==> src/rtl/pixel_layer_arbiter_pkg.sv <==
// Shared definitions for the pixel layer arbiter.
// Holds the configuration register addresses, the configuration FSM state
// encoding, the reset defaults of the configuration registers and a helper
// that maps a programmed blink period to its last frame-counter value.
package pixel_layer_arbiter_pkg;

    localparam logic [1:0] ADDR_ENABLE = 2'd0;
    localparam logic [1:0] ADDR_BLINK  = 2'd1;
    localparam logic [1:0] ADDR_PERIOD = 2'd2;
    localparam logic [1:0] ADDR_BG     = 2'd3;

    typedef enum logic [0:0] {
        CFG_IDLE    = 1'b0,
        CFG_PENDING = 1'b1
    } cfg_state_t;

    localparam logic [7:0] RST_ENABLE  = 8'hFF;  // all layers enabled
    localparam logic [7:0] RST_BLINK   = 8'h00;  // no layer blinks
    localparam logic [7:0] RST_BG      = 8'h00;  // black background
    localparam int         RST_PERIOD  = 30;     // frames per blink phase

    // A period of 0 behaves like 1, so the counter wraps every frame.
    function automatic logic [7:0] last_frame(input logic [7:0] period);
        return (period == 8'd0) ? 8'd0 : period - 8'd1;
    endfunction

endpackage

==> src/rtl/pixel_layer_arbiter_blink_timer.sv <==
// Frame counter and blink phase generator.
// Ports:
//   clk_i, reset_i    clock, asynchronous active-high reset
//   frame_start_i     one-cycle pulse per frame; advances the counter
//   period_load_i     a new period is being committed; restarts the count
//   period_i          active blink period in frames (0 behaves like 1)
//   blink_phase_o     toggles every period frames
module pixel_layer_arbiter_blink_timer
    import pixel_layer_arbiter_pkg::*;
(
    input  logic       clk_i,
    input  logic       reset_i,
    input  logic       frame_start_i,
    input  logic       period_load_i,
    input  logic [7:0] period_i,
    output logic       blink_phase_o
);

    logic [7:0] frame_cnt_q, frame_cnt_d;
    logic       phase_q, phase_d;

    always_comb begin
        frame_cnt_d = frame_cnt_q;
        phase_d     = phase_q;
        // A period change restarts the count but leaves the phase alone,
        // even when the same frame_start would otherwise have wrapped.
        if (period_load_i) begin
            frame_cnt_d = 8'd0;
        end else if (frame_start_i) begin
            if (frame_cnt_q == last_frame(period_i)) begin
                frame_cnt_d = 8'd0;
                phase_d     = ~phase_q;
            end else begin
                frame_cnt_d = frame_cnt_q + 8'd1;
            end
        end
    end

    always_ff @(posedge clk_i or posedge reset_i) begin
        if (reset_i) begin
            frame_cnt_q <= 8'd0;
            phase_q     <= 1'b0;
        end else begin
            frame_cnt_q <= frame_cnt_d;
            phase_q     <= phase_d;
        end
    end

    assign blink_phase_o = phase_q;

endmodule

==> src/rtl/pixel_layer_arbiter.sv <==
// Two-stage pixel layer arbiter with blink support.
// Stage 1 registers the per-layer visibility (active & enabled & not blanked
// by the blink phase) together with colours, coordinates and background;
// stage 2 registers the lowest-index visible layer's colour, or the
// background when no layer is visible.
// Configuration writes land in a shadow register and are committed to the
// active register on the next frame_start, so a frame never changes mid-way.
// Handshake: a write is transferred on a clock edge where cfg_wr and
// cfg_ready are both 1; cfg_ready is 0 while a write waits for its commit.
// Ports:
//   clk, reset                 clock, asynchronous active-high reset
//   pix_valid, x, y            incoming pixel and its coordinates
//   frame_start                start-of-frame pulse (commit and blink tick)
//   layer_active, layer_color  per-layer flags and packed colours
//   cfg_wr, cfg_addr, cfg_data configuration write request
//   cfg_ready                  configuration write can be accepted
//   color_out, color_valid     arbitrated colour, 2 cycles after pix_valid
//   x_out, y_out               coordinates aligned with color_out
//   layer_sel, any_active      winning layer index, any layer visible
module pixel_layer_arbiter
    import pixel_layer_arbiter_pkg::*;
#(
    parameter int NUM_LAYERS = 4,
    parameter int COLOR_W    = 3,
    parameter int DEF_PERIOD = RST_PERIOD
) (
    input  logic                          clk,
    input  logic                          reset,
    input  logic                          pix_valid,
    input  logic [7:0]                    x,
    input  logic [6:0]                    y,
    input  logic                          frame_start,
    input  logic [NUM_LAYERS-1:0]         layer_active,
    input  logic [NUM_LAYERS*COLOR_W-1:0] layer_color,
    input  logic                          cfg_wr,
    input  logic [1:0]                    cfg_addr,
    input  logic [7:0]                    cfg_data,
    output logic                          cfg_ready,
    output logic [COLOR_W-1:0]            color_out,
    output logic                          color_valid,
    output logic [7:0]                    x_out,
    output logic [6:0]                    y_out,
    output logic [1:0]                    layer_sel,
    output logic                          any_active
);

    // Configuration FSM and registers
    cfg_state_t            state_q;
    logic [1:0]            sh_addr_q;
    logic [7:0]            sh_data_q;
    logic [NUM_LAYERS-1:0] enable_q;
    logic [NUM_LAYERS-1:0] blink_q;
    logic [7:0]            period_q;
    logic [COLOR_W-1:0]    bg_q;
    logic                  commit;
    logic                  period_load;
    logic                  blink_phase;

    assign commit      = (state_q == CFG_PENDING) && frame_start;
    assign period_load = commit && (sh_addr_q == ADDR_PERIOD);

    // A write accepted in IDLE during a frame_start only reaches PENDING at
    // that edge, so it naturally waits for the following frame_start.
    always_ff @(posedge clk or posedge reset) begin
        if (reset) begin
            state_q   <= CFG_IDLE;
            cfg_ready <= 1'b1;
            sh_addr_q <= 2'd0;
            sh_data_q <= 8'd0;
            enable_q  <= RST_ENABLE[NUM_LAYERS-1:0];
            blink_q   <= RST_BLINK[NUM_LAYERS-1:0];
            period_q  <= DEF_PERIOD[7:0];
            bg_q      <= RST_BG[COLOR_W-1:0];
        end else begin
            case (state_q)
                CFG_IDLE: begin
                    if (cfg_wr) begin
                        sh_addr_q <= cfg_addr;
                        sh_data_q <= cfg_data;
                        state_q   <= CFG_PENDING;
                        cfg_ready <= 1'b0;
                    end
                end
                CFG_PENDING: begin
                    if (frame_start) begin
                        case (sh_addr_q)
                            ADDR_ENABLE: enable_q <= sh_data_q[NUM_LAYERS-1:0];
                            ADDR_BLINK:  blink_q  <= sh_data_q[NUM_LAYERS-1:0];
                            ADDR_PERIOD: period_q <= sh_data_q;
                            default:     bg_q     <= sh_data_q[COLOR_W-1:0];
                        endcase
                        state_q   <= CFG_IDLE;
                        cfg_ready <= 1'b1;
                    end
                end
                default: begin
                    state_q   <= CFG_IDLE;
                    cfg_ready <= 1'b1;
                end
            endcase
        end
    end

    pixel_layer_arbiter_blink_timer u_blink_timer (
        .clk_i         (clk),
        .reset_i       (reset),
        .frame_start_i (frame_start),
        .period_load_i (period_load),
        .period_i      (period_q),
        .blink_phase_o (blink_phase)
    );

    // Stage 1: visibility and captured pixel data
    logic                          s1_valid_q;
    logic [NUM_LAYERS-1:0]         s1_vis_q;
    logic [NUM_LAYERS*COLOR_W-1:0] s1_color_q;
    logic [7:0]                    s1_x_q;
    logic [6:0]                    s1_y_q;
    logic [COLOR_W-1:0]            s1_bg_q;
    logic [NUM_LAYERS-1:0]         vis_d;

    assign vis_d = layer_active & enable_q & ~(blink_q & {NUM_LAYERS{blink_phase}});

    always_ff @(posedge clk or posedge reset) begin
        if (reset) begin
            s1_valid_q <= 1'b0;
            s1_vis_q   <= '0;
            s1_color_q <= '0;
            s1_x_q     <= 8'd0;
            s1_y_q     <= 7'd0;
            s1_bg_q    <= '0;
        end else begin
            s1_valid_q <= pix_valid;
            s1_vis_q   <= vis_d;
            s1_color_q <= layer_color;
            s1_x_q     <= x;
            s1_y_q     <= y;
            s1_bg_q    <= bg_q;
        end
    end

    // Stage 2: fixed-priority select, lowest index wins
    logic               win_found;
    logic [1:0]         win_idx;
    logic [COLOR_W-1:0] win_color;

    always_comb begin
        win_found = 1'b0;
        win_idx   = 2'd0;
        win_color = s1_bg_q;
        // Scan from the top so the last hit is the lowest visible index.
        for (int i = NUM_LAYERS - 1; i >= 0; i--) begin
            if (s1_vis_q[i]) begin
                win_found = 1'b1;
                win_idx   = 2'(i);
                win_color = s1_color_q[i*COLOR_W +: COLOR_W];
            end
        end
    end

    always_ff @(posedge clk or posedge reset) begin
        if (reset) begin
            color_valid <= 1'b0;
            color_out   <= '0;
            layer_sel   <= 2'd0;
            any_active  <= 1'b0;
            x_out       <= 8'd0;
            y_out       <= 7'd0;
        end else begin
            color_valid <= s1_valid_q;
            x_out       <= s1_x_q;
            y_out       <= s1_y_q;
            if (s1_valid_q) begin
                color_out  <= win_color;
                layer_sel  <= win_idx;
                any_active <= win_found;
            end else begin
                color_out  <= '0;
                layer_sel  <= 2'd0;
                any_active <= 1'b0;
            end
        end
    end

endmodule

==> config.mk <==
export PLATFORM = sky130hd
export DESIGN_NAME = pixel_layer_arbiter
export DESIGN_NICKNAME = d
export VERILOG_FILES = /design/src/rtl/pixel_layer_arbiter_pkg.sv /design/src/rtl/pixel_layer_arbiter_blink_timer.sv /design/src/rtl/pixel_layer_arbiter.sv
export SDC_FILE = /design/constraint.sdc
export NUM_CORES = 1
export LEC_CHECK = 0
export ABC_CLOCK_PERIOD_IN_PS = 4170
export BUFFER_PORTS_ARGS = -buffer_cell sky130_fd_sc_hd__buf_2
export CAP_MARGIN = 10
export CORE_MARGIN = 2
export CORE_UTILIZATION = 54
export CTS_BUF_LIST = sky130_fd_sc_hd__clkbuf_16
export DETAILED_ROUTE_END_ITERATION = 16
export GPL_ROUTABILITY_DRIVEN = 0
export PLACE_DENSITY = 0.88
export SYNTH_ARGS = -nofsm -noshare
export SYNTH_HDL_FRONTEND = slang
export SYNTH_SLANG_ARGS = --single-unit
export TNS_END_PERCENT = 30
==> constraint.sdc <==
create_clock -name clk -period 4.17 [get_ports clk]
set_clock_uncertainty 0.1 [all_clocks]
set_input_delay 0.6255 -clock clk [delete_from_list [all_inputs] [get_ports clk]]
set_output_delay 0.6255 -clock clk [all_outputs]
set_load 0.02 [all_outputs]
== Word level (Yosys, flattened, before mapping) ==
Cells that the tools add are included.
Cells by class
  add/sub/neg operators: 2
  eq/ne operators: 5
  multiplexer cells: 25
  bitwise gates (word level): 8
  reduce and logical (&&, ||, !) cells: 13
Operator list (count)
  $mux 8: 4
  $mux 3: 5
  $reduce_and 3->1: 5
  $and 4x4->4: 3
  $mux 2: 5
  $mux 1: 9
  $add 8x1->8 const B: 1
  $eq 8x8->1: 1
  $logic_not 8->1: 1
  $sub 8x1->8 const B: 1
  $ne 2x2->1 const B: 2
  $not 1->1: 4
  $not 4->4: 1
  $pmux 1 s2: 2
  $reduce_and 2->1: 2
  $reduce_or 3->1: 1
  $eq 2x1->1 const B: 1
  $eq 2x2->1 const B: 1
  $logic_and 1x1->1: 2
  $logic_not 2->1: 1
  $reduce_bool 2->1: 1
Storage, ports and cells
  flip-flop bits (word level): 97
  input port bits: 46
  output and inout bits: 23
  word-level logic and storage cells: 75

== Logic depth before layout (Yosys ltp) ==
Gate-level depths: netlist (run 1).
  word-level depth: 6
  gate-level depth with buffers: 11
  gate-level depth less buffers: 9

== Cells and area by module ==
From an unflattened synthesis (run 1), not the netlist that was laid out.
Unflattened totals
  cell total of the unflattened synthesis: 264
  area, all modules: 3693.5 sq um
Modules (own cells, without submodules)
  pixel_layer_arbiter: instances 1, cells an instance 160, area each 2834.0 sq um, sequential area each 2213.4 sq um
  pixel_layer_arbiter_blink_timer: instances 1, cells an instance 104, area each 859.6 sq um, sequential area each 225.2 sq um

== Worst setup path after synthesis (run 1) ==
OpenSTA, ideal clock, no wires.
  path kind: register to register
  start point: register period_q[0]
  end point: register u_blink_timer.frame_cnt_q[6]
  library setup time: 122 ps
  data arrival time: 2789 ps
  required time: 3948 ps
  setup slack: 1159 ps
  stages on the path, launching flop included: 11
  path buffers: 2
  period minus slack after synthesis: 3011 ps
  path through: dfrtp_1 inv_1 ha_1 or3b_4 or4b_1 buf_2 or3_4 a2111oi_4 and3_1 buf_6 nor3_1
On the way
  word-level cells in the longest chain between the ends: 6
  elaborated cells on any way between the ends: 7
  classes of those cells: add/sub (1); eq/ne (1); mux (4); reduce/logical (1)
Ends and longest elaborated chain
  start, declared: RTL line pixel_layer_arbiter.sv:53  | logic [7:0] period_q;
  start signal, assigned: RTL line pixel_layer_arbiter.sv:72  | period_q <= DEF_PERIOD[7:0];
  start signal, assigned: RTL line pixel_layer_arbiter.sv:89  | ADDR_PERIOD: period_q <= sh_data_q;
  $sub 8x1->8 or $logic_not 8->1 (tied branches): RTL line pixel_layer_arbiter_pkg.sv:24  | return (period == 8'd0) ? 8'd0 : period - 8'd1;
  $mux 8 *: RTL line pixel_layer_arbiter_pkg.sv:24
  $eq 8x8->1 *: RTL line pixel_layer_arbiter_blink_timer.sv:30  | if (frame_cnt_q == last_frame(period_i)) begin
  $mux 8 *: RTL line pixel_layer_arbiter_blink_timer.sv:30
  $mux 8 *: RTL line pixel_layer_arbiter_blink_timer.sv:29  | end else if (frame_start_i) begin
  $mux 8 *: RTL line pixel_layer_arbiter_blink_timer.sv:27  | if (period_load_i) begin
  end signal, assigned: RTL line pixel_layer_arbiter_blink_timer.sv:44  | frame_cnt_q <= frame_cnt_d;
  end, declared: RTL line pixel_layer_arbiter_blink_timer.sv:19  | logic [7:0] frame_cnt_q, frame_cnt_d;
Every way passes the cells marked *; elsewhere a longest branch is shown, timed or not. The select of a mux whose other input is x is not followed.
A chain may end at the register's enable or synchronous reset.

== Final worst setup path (run 1) ==
  start point: register period_q[0]
  end point: register u_blink_timer.frame_cnt_q[5]
Same word-level chain as after synthesis.

==> impl_metrics.json, run 1 <==
{
  "outcome": "finished, final reports clean",
  "max-vdd-ir-drop_mv": 0.382,
  "synth_top_cells_by_area": "dfrtp_1 59%, mux2_2 8.8%, dfstp_2 6.4%, a21oi_1 2.0%, xnor2_1 1.7%",
  "clock_pin_slew_on_the_worst_setup_and_hold_paths_ns": 0.07,
  "synthCells": 279,
  "resize_count_post_cts": 0,
  "rsz0062_at_grt": "false",
  "timing_worst_slew_pin_value_ns": 0.994,
  "design.portCount": 69,
  "post-dp-hpwl_mm": 4.81,
  "postPlaceCellArea_um2": 4100,
  "via_per_inst": 5.52,
  "synth_sequential_area_ratio": 0.659,
  "asyncSetResetFlopFracSynth": 1.00,
  "antenna_found_initial": 0,
  "grt_pass1_wl_mm": 11.3,
  "core.rowCount": 30,
  "yosysWarnings": 0,
  "cts.hold.buffers_added": 0,
  "antenna-diode-count": 0,
  "postCtsSetupRepairBufs": 0,
  "timing.fmax_mhz": 301,
  "leakage_nw": 2.02,
  "grt_max_degree": 48,
  "postSynthAreaPerCell_um2": 13.3,
  "worst-path-buf-inv": 1,
  "gr-total-overflow": 0,
  "cts.path.max_buffers": 2,
  "setup_violations": 0,
  "totalWireLength_mm": 7.06,
  "start_util": 0.551,
  "floorplan.die_area_um2": 7530,
  "worstSetupPathType": "register to register",
  "main_flop_type_after_synthesis": "dfrtp_1",
  "finalCritPeriodShare": 0.797,
  "die_width_um": 86.8,
  "cts_tree": "done",
  "port_buf_inserts": 68,
  "timing.critical_path.from_type": "register",
  "grtUsageTotal": 0.198,
  "cts_made_buffers": 9,
  "preCtsSetupSlack_ns": 0.836,
  "max_stage_delay_ns": 0.59,
  "finish.net_count": 396,
  "final_layout_size_suffix_gt1_frac": 0.368,
  "placed_cells_incl_taps": 417,
  "die_y_um": 86.8,
  "stdcell_area_um2": 4390,
  "cts_root_buf": "clkbuf_16",
  "worst_path_max_delay_cell": "or4b_1",
  "synth_fp_nets": 327,
  "netlist_area_um2": 3700,
  "number_of_global_route_vias_before_repair": 2431,
  "slew_headroom": 0.336,
  "clk-insertion-delay-late_ns": 0.34,
  "ys_types": 41,
  "detailroute.via_count": 2392,
  "timing.setup.tns_ns": 0,
  "power_density_nw_per_um2": 654,
  "detail-route-antenna-nets": 0,
  "flow.area_growth_from_synthesis_pct": 18.6,
  "clock-sinks": 97,
  "worstPathMaxFanout": 6,
  "worstPathCellList": "inv_1 -> ha_1 -> or3b_4 -> or4b_1 -> or3_4 -> a2111oi_4 -> and3_1 -> nor3_1",
  "yosysTopAreaCell": "dfrtp_1",
  "htree_levels": 3,
  "final_hold_viol_count": 0,
  "yosysTopAreaCellShare": 0.595,
  "drc": 0,
  "worst_hold_path_type": "register to register",
  "detailedRoute.firstPassIterationCount": 4,
  "worst_slack_ns": 0.848,
  "post_synth_edffs": 0,
  "cp.arrival_ns": 3.43,
  "drt_first_iter_violations": 113,
  "core_ar_um2": 6720,
  "drv_slew": 0,
  "worst_setup_path_end_kind": "register",
  "wire_per_inst_um": 16.3,
  "filler_cell_count": 471,
  "max-cap-violations": 0,
  "yosys_register_bits": 97,
  "final_period_minus_worst_setup_slack_ns": 3.32,
  "required_time_at_the_worst_slack_endpoint_ns": 4.28,
  "timing.critical_path.max_delay_family": "simple AND/OR/NAND/NOR gates",
  "final_cell_count_no_fill": 433
}
-- path summary, 6_finish.rpt --
path	cells after the start	slack, ns	start	endpoint
max reg2reg	8	0.85	period_q[0]	u_blink_timer.frame_cnt_q[5]
min	0	0.25	s1_x_q[4]	x_out[4]
max	8	0.85	period_q[0]	u_blink_timer.frame_cnt_q[5]
min reg2reg	0	0.25	s1_x_q[4]	x_out[4]
max in group asynchronous	3	2.85	reset	enable_q[2]
min in group asynchronous	2	0.29	reset	s1_color_q[4]
-- cell usage in the layout, fill, tap and decap left out, types with 2 or more instances in the layout --
master	synthesis	routed
a211oi_1	2	2
nor3_1	8	8
o21ai_0	12	12
xor2_1	3	3
nor2_1	16	16
buf_2	4	68
ha_1	2	2
mux2_2	29	29
clkbuf_16	0	9
dfstp_2	9	9
a21o_1	2	2
mux2i_1	6	6
nand2b_1	2	2
o211ai_1	2	2
nand3_1	8	8
xnor2_1	7	7
a22o_1	2	2
clkinvlp_4	0	2
inv_6	0	2
and3_1	7	7
nor3b_1	4	4
dfrtp_1	88	88
a21oi_1	15	15
nand2_1	15	15
nand3b_1	3	3
nand4_1	2	2
buf_4	0	2
nor3_2	2	2
inv_1	6	5
and2_1	3	3
-- area by class of cell --
cell class	instances	area [um^2]	share of cell area
sequential	97	2440	0.556
clock inverter	7	63.8	0.0145
tap	80	100	0.0228
timing repair buffer	70	355	0.0810
multi-input combinational	164	1180	0.269
inverter	6	23.8	0.00542
clock buffer	9	225	0.0513
-- worst reg2reg max path: stages, from the launching register on --
cell,delay (ns)
dfrtp_1,0.44
inv_1,0.12
ha_1,0.27
or3b_4,0.44
or4b_1,0.59
or3_4,0.38
a2111oi_4,0.39
and3_1,0.37
nor3_1,0.10
-- routing by layer --
metal | track usage | part of all wire
met5 | 0 | 0
met1 | 0.240 | 0.40
met3 | 0.0476 | 0.048
met4 | 0.102 | 0.023
met2 | 0.330 | 0.53
-- power by group --
group	switching, mW	internal (mW)	leakage [nW]
registers	0.216	1.18	1.16
logic	0.348	0.352	0.730
clock network	0.361	0.415	0.135
total	0.925	1.94	2.02
-- state kept, by name (all words and copies together), names as in the netlist, 2 cells and up --
signal and count:
period_q 8, color_out 3, s1_vis_q 4, sh_addr_q 2
s1_color_q 12, x_out 8, u_blink_timer.frame_cnt_q 8, s1_y_q 7
y_out 7, blink_q 4, bg_q 3, layer_sel 2
enable_q 4, s1_bg_q 3, s1_x_q 8, sh_data_q 8
-- synthesized netlist by cell type, drive strengths merged, types with 2 or more instances --
master,count
mux2,29
nor3b,4
a211oi,2
nor3,10
xnor2,7
xor2,3
a21o,2
buf,6
and3,7
and2,3
o21ai,12
nand2b,2
or3,2
mux2i,6
inv,6
clkbuf,6
o211ai,2
nand3,8
nand3b,3
a22o,2
dfstp,9
ha,2
nor2,16
nand2,15
a21oi,15
nand4,2
dfrtp,88
-- per-stage QoR --
step / utilization / hold slack [ns] / total power, mW
after global routing: 0.653 / 0.256 / 3.02
after global placement: 0.610 / 0.231 / 2.03
after detailed placement: 0.610 / 0.235 / 2.09
after floorplan: - / 0.231 / 1.89
final: 0.653 / 0.249 / 2.87
after CTS: 0.653 / 0.252 / 2.89
-- logic make-up after synthesis --
family,share of synthesized area
DFF,0.659
and+or+nand+nor,0.111
AOI/OAI and AO/OA,0.0734
muxes,0.104
buffers and inverters,0.0216
xor gates and xnor gates,0.0237
adders and majority gates,0.00676
Power figures use the tool's default switching activity.
==> inputs of run 2 (changes only) <==
- ABC_CLOCK_PERIOD_IN_PS: 4170 -> 3000
- CORE_UTILIZATION: 54 -> 49
- PLACE_DENSITY: 0.88 -> 0.85
- clock period: 4.17 -> 3 ns (I/O delays scaled with it)
==> run 2 against run 1 <==
  * Worst hold slack worse by 0.14 ns
  * Final cell count up 5.3%
  * Sequential cell count unchanged
  * Non-clock buffer count up 4
  * Register-to-register slack worse by 0.70 ns
  * Design area up 2.5%
  * Clock power up 47%
  * Fmax up 17%
==> impl_metrics.json, run 2 (synthesis results as in run 1) <==
{
  "totalWireLength_mm": 6.72,
  "final_layout_size_suffix_gt1_frac": 0.389,
  "die_width_um": 90.9,
  "grtUsageTotal": 0.176,
  "detailedRoute.firstPassIterationCount": 4,
  "clock-sinks": 97,
  "core_ar_um2": 7290,
  "max-cap-violations": 0,
  "drv_slew": 0,
  "finalCritPeriodShare": 0.950,
  "worst_r2r_startpoint": "period_q[0]",
  "cp.arrival_ns": 2.97,
  "min_from": "layer_color[3]",
  "cts_root_buf": "clkbuf_16",
  "leakage_nw": 2.05,
  "htree_levels": 3,
  "flow.area_growth_from_synthesis_pct": 21.6,
  "worstSetupPathType": "register to register",
  "filler_cell_count": 566,
  "gr-total-overflow": 0,
  "outcome": "finished, final reports clean",
  "setup_violations": 0,
  "wire_per_inst_um": 14.7,
  "worst_setup_path_end_kind": "register",
  "grt_max_degree": 58,
  "via_per_inst": 5.16,
  "required_time_at_the_worst_slack_endpoint_ns": 3.12,
  "most-common-layout-cells": "88 x dfrtp_1, 68 x buf_2, 29 x mux2_2",
  "slew_headroom": 0.553,
  "timing.critical_path.from_type": "register",
  "final_cell_count_no_fill": 456,
  "timing.hold.ws_ns": 0.109,
  "timing_worst_slew_pin_value_ns": 0.671,
  "final_core_util": 0.617,
  "number_of_global_route_vias_before_repair": 2343,
  "cts_tree": "done",
  "cts_made_buffers": 9,
  "clk-insertion-delay-late_ns": 0.34,
  "cts.path.max_buffers": 2,
  "number_of_flip_flops_in_the_largest_register": 12,
  "finish.net_count": 400,
  "detailroute.via_count": 2352,
  "clock_pin_slew_on_the_worst_setup_and_hold_paths_ns": 0.07,
  "design.portCount": 69,
  "max_flop_register": "s1_color_q",
  "start_util": 0.508,
  "crit_path_start": "period_q[0]",
  "rsz0062_at_grt": "false",
  "worstPathMaxFanout": 6,
  "post-dp-hpwl_mm": 4.63,
  "grt_pass1_wl_mm": 11.3,
  "power_density_nw_per_um2": 905,
  "cts.hold.buffers_added": 0,
  "core.rowCount": 31,
  "antenna_found_initial": 0,
  "drc": 0,
  "placed_cells_incl_taps": 440,
  "layout.cells.most_common": "dfrtp_1",
  "port_buf_inserts": 68,
  "final_period_minus_worst_setup_slack_ns": 2.85,
  "max-vdd-ir-drop_mv": 0.393,
  "antenna-diode-count": 0,
  "worst_hold_path_type": "input pin to register",
  "floorplan.die_area_um2": 8260,
  "timing.fmax_mhz": 351,
  "die_y_um": 90.9,
  "detail-route-antenna-nets": 0,
  "final_hold_viol_count": 0,
  "drt_first_iter_violations": 139
}
[run 2: final cells by class]
cell class              instances  area (um^2)  share of cell area
multi-input cells             164         1220               0.272
inverters                       6         26.3             0.00584
flip-flops and latches         97         2440               0.542
repair buffers                 74          385              0.0857
clock inverters                 7         76.3              0.0170
well taps                      99          124              0.0275
clock buffers                   9          225              0.0501
[run 2: path summary, 6_finish.rpt]
| path | depth (start not counted) | slack (ns) | endpoint |
|---|---|---|---|
| max | 10 | 0.15 | u_blink_timer.frame_cnt_q[6] |
| min | 1 | 0.11 | s1_color_q[3] |
| min in group asynchronous | 3 | 0.16 | y_out[6] |
| min reg2reg | 0 | 0.25 | y_out[2] |
| max reg2reg | 10 | 0.15 | u_blink_timer.frame_cnt_q[6] |
| max in group asynchronous | 3 | 2.12 | blink_q[2] |
[run 2: power breakdown]
group          switching (mW)  total (mW)  internal, mW
registers               0.269        1.90          1.64
logic                   0.501        1.03         0.526
clock network           0.484        1.14         0.654
total                    1.25        4.07          2.82
[run 2: routing by layer]
layer	routed length [um]	GRT usage	vias to the layer above
li1	-	-	1122
met1	3050	0.230	1140
met2	3100	0.273	72
met3	376	0.0476	18
met4	188	0.0833	0
met5	0	0	-
[run 2: what timing repair did]
| item | 4_1_cts | 5_1_grt |
|---|---|---|
| setup endpoints to repair | 6 | 9 |
| gates resized for setup | 2 | 7 |
| pin swaps | 0 | 3 |
| buffers inserted | 0 | 0 |
[run 2: through the flow]
stage	power, mW	TNS (ns)	cell area, um^2	setup slack [ns]
after floorplan	2.63	-0.0454	3700	-0.0114
after global placement	2.86	0	4160	0.0481
after detailed placement	2.92	-0.119	4160	-0.0444
after CTS	4.08	0	4460	0.0329
after global routing	4.31	0	4500	0.0301
final	4.07	0	4500	0.151
[run 2: worst max-delay path, cell delays in order, from the launching register on]
cell and delay (ns):
dfrtp_1 0.37, inv_1 0.08, ha_1 0.17, or3b_4 0.38
buf_4 0.15, or3_4 0.37, nor3b_4 0.22, o31ai_2 0.11
a2111oi_4 0.41, and3_4 0.30, nor3_1 0.07
==> inputs of run 3 (changes only) <==
- ABC_AREA: default -> 1
- CORE_UTILIZATION: 49 -> 40
- PLACE_DENSITY: 0.85 -> 0.73
- TNS_END_PERCENT: 30 -> 5
==> run 3 against run 2 <==
  * Via count is 13% higher
  * Power up 6.9%
  * Largest cell class unchanged
  * Register-to-register slack improved by 0.80 ns
  * Highest routed layer unchanged
  * Global-route usage decreased by 2.0 points
  * Critical path depth is 3 higher
  * Sequential share of layout area is 0.20 points lower
  * Critical path type unchanged
  * Sequential cell count did not move
  * Wire length grew 5.5%
  * Count of clock-buffer cells in the layout unchanged
  * Clock power increased by 15%
  * Worst setup slack gained 0.80 ns
  * Largest power group unchanged
  * First-iteration DRC count rose by 14%
==> impl_metrics.json, run 3 <==
{
  "worst_setup_path_end_kind": "register",
  "post-dp-hpwl_mm": 5.13,
  "worstSetupPathType": "register to register",
  "cts_made_buffers": 9,
  "drc": 0,
  "power.share.switching": 0.338,
  "postCtsSetupRepairBufs": 0,
  "final_core_util": 0.513,
  "rsz0062_at_grt": "false",
  "timing.setup.tns_ns": 0,
  "cts.hold.buffers_added": 0,
  "layout.cells.most_common": "nand2_1",
  "max_stage_delay_ns": 0.37,
  "antenna-diode-count": 0,
  "clock_network_fraction_of_total_power": 0.301,
  "detailedRoute.firstPassIterationCount": 4,
  "power_density_nw_per_um2": 963,
  "netlist_area_um2": 3660,
  "ys_types": 26,
  "finish.net_count": 484,
  "worst_slack_ns": 0.949,
  "synth_most_common_cell": "nand2_1",
  "cpMostUsedCell": "nand2_1",
  "yosysWarnings": 0,
  "power.share.sequential": 0.426,
  "most-common-layout-cells": "93 x nand2_1, 88 x dfrtp_1, 68 x buf_2",
  "timing_worst_slew_pin_value_ns": 0.946,
  "postPlaceCellArea_um2": 4170,
  "detailroute.via_count": 2655,
  "grt_pass1_wl_mm": 12.2,
  "required_time_at_the_worst_slack_endpoint_ns": 3.12,
  "combPwrFrac": 0.274,
  "slew_headroom": 0.368,
  "finalCritPeriodShare": 0.684,
  "final_hold_viol_count": 0,
  "max_flop_register": "s1_color_q",
  "placed_cells_incl_taps": 533,
  "resize_count_post_cts": 0,
  "wire_per_inst_um": 12.9,
  "die_y_um": 99.7,
  "worstPathCellList": "inv_1 -> ha_1 -> nand2_2 -> nor2_4 -> nand2_4 -> nand3_1 -> nand2_1 -> nand2_1 -> nand2_1 -> nor2_4 -> nand2_4 -> nand3_1 -> nand2_1",
  "via_per_inst": 4.84,
  "clock_pin_slew_on_the_worst_setup_and_hold_paths_ns": 0.07,
  "main_flop_type_after_synthesis": "dfrtp_1",
  "final_cell_count_no_fill": 549,
  "final_period_minus_worst_setup_slack_ns": 2.05,
  "design.portCount": 69,
  "post_synth_most_frequent_cells": "93 x nand2_1, 88 x dfrtp_1, 35 x inv_1",
  "floorplan.die_area_um2": 9930,
  "port_buf_inserts": 68,
  "cts.path.max_buffers": 2,
  "post_synth_edffs": 0,
  "timing.fmax_mhz": 487,
  "cts_root_buf": "clkbuf_16",
  "grtUsageTotal": 0.156,
  "yosys_register_bits": 97,
  "clock-sinks": 97,
  "detail-route-antenna-nets": 0,
  "antenna_found_initial": 0,
  "grt_max_degree": 46,
  "final_layout_size_suffix_gt1_frac": 0.259,
  "switching_power_mw": 1.47,
  "synth_top_cells_by_area": "dfrtp_1 60%, nand2_1 9.5%, dfstp_2 6.5%, o21ai_0 4.6%, nand3_1 4.0%",
  "preCtsSetupSlack_ns": 0.999,
  "die_width_um": 99.7,
  "drv_slew": 0,
  "cts_tree": "done",
  "outcome": "finished, final reports clean",
  "clk-insertion-delay-late_ns": 0.34,
  "max-vdd-ir-drop_mv": 0.449,
  "flow.area_growth_from_synthesis_pct": 23.4,
  "core_ar_um2": 8810,
  "gr-total-overflow": 0,
  "start_util": 0.416,
  "totalWireLength_mm": 7.09,
  "drt_first_iter_violations": 159,
  "number_of_global_route_vias_before_repair": 2700,
  "core.rowCount": 34,
  "synth_sequential_area_ratio": 0.666,
  "postSynthAreaPerCell_um2": 10.3,
  "number_of_flip_flops_in_the_largest_register": 12,
  "worst_hold_path_type": "input pin to register",
  "worst_path_max_delay_cell": "dfrtp_1",
  "stdcell_area_um2": 4520,
  "htree_levels": 3,
  "setup_violations": 0,
  "yosysTopAreaCellShare": 0.602,
  "synth_fp_nets": 404,
  "timing.critical_path.from_type": "register",
  "internal_portion_of_total_power_mw": 2.88,
  "cp.arrival_ns": 2.17,
  "leakage_nw": 2.24,
  "synthCells": 356,
  "yosysTopAreaCell": "dfrtp_1",
  "worstPathMaxFanout": 8,
  "asyncSetResetFlopFracSynth": 1.00,
  "max-cap-violations": 0
}
==> run 3: critical path: cells and delay by family (launching register included) <==
family,cells,cell delay [ns]
fa+ha+maj,1,0.29
buf+inv,1,0.14
flops,1,0.37
simple gates,11,1.03
==> run 3: area by class of cell <==
type                    count  area [um^2]
multi-input cells         221         1080
flip-flops and latches     97         2440
repair buffers             71          375
clock buffers               9          225
clock inverters             7          125
fillers                   768         4290
inverters                  36          139
well taps                 108          135
==> run 3: metrics by stage <==
stage	hold WS, ns	total power [mW]
2_1_floorplan	0.231	2.74
3_3_place_gp	0.232	2.99
3_5_place_dp	0.235	3.04
4_1_cts	0.101	4.37
5_1_grt	0.0936	4.64
6_report	0.112	4.35
==> run 3: power by group through the flow <==
stage               logic [mW]  registers [mW]  clock network (mW)
floorplan                0.874            1.86                   0
global placement          1.13            1.86                   0
detailed placement        1.17            1.87                   0
CTS                       1.19            1.85                1.34
global route              1.36            1.89                1.39
finish                    1.19            1.85                1.31
==> run 3: worst paths after layout <==
check	from	depth (start not counted)	slack, ns	to
min in group asynchronous	reset	2	0.20	y_out[2]
max in group asynchronous	reset	3	1.82	cfg_ready
worst min register to register	s1_x_q[2]	0	0.25	x_out[2]
worst min-delay path	x[1]	1	0.11	s1_x_q[1]
worst max register to register	period_q[0]	13	0.95	u_blink_timer.frame_cnt_q[1]
worst max-delay path	period_q[0]	13	0.95	u_blink_timer.frame_cnt_q[1]
==> run 3: routing by layer <==
layer / vias to the layer above / global-route usage / part of all wire
li1: 1313 / - / -
met1: 1255 / 0.197 / 0.46
met5: - / 0 / 0
met4: 0 / 0.0674 / 0.017
met3: 9 / 0.0401 / 0.050
met2: 78 / 0.255 / 0.47
==> run 3: kinds of logic (layout without fill, tap and decap cells) <==
| family | after synthesis | count (layout) | synth area share |
|---|---|---|---|
| buffers and inverters | 38 | 123 | 0.0393 |
| adders and majority gates | 2 | 2 | 0.00684 |
| xor gates and xnor gates | 3 | 3 | 0.00718 |
| DFF | 97 | 97 | 0.666 |
| AOI/OAI and AO/OA | 52 | 52 | 0.0728 |
| and+or+nand+nor | 164 | 164 | 0.208 |
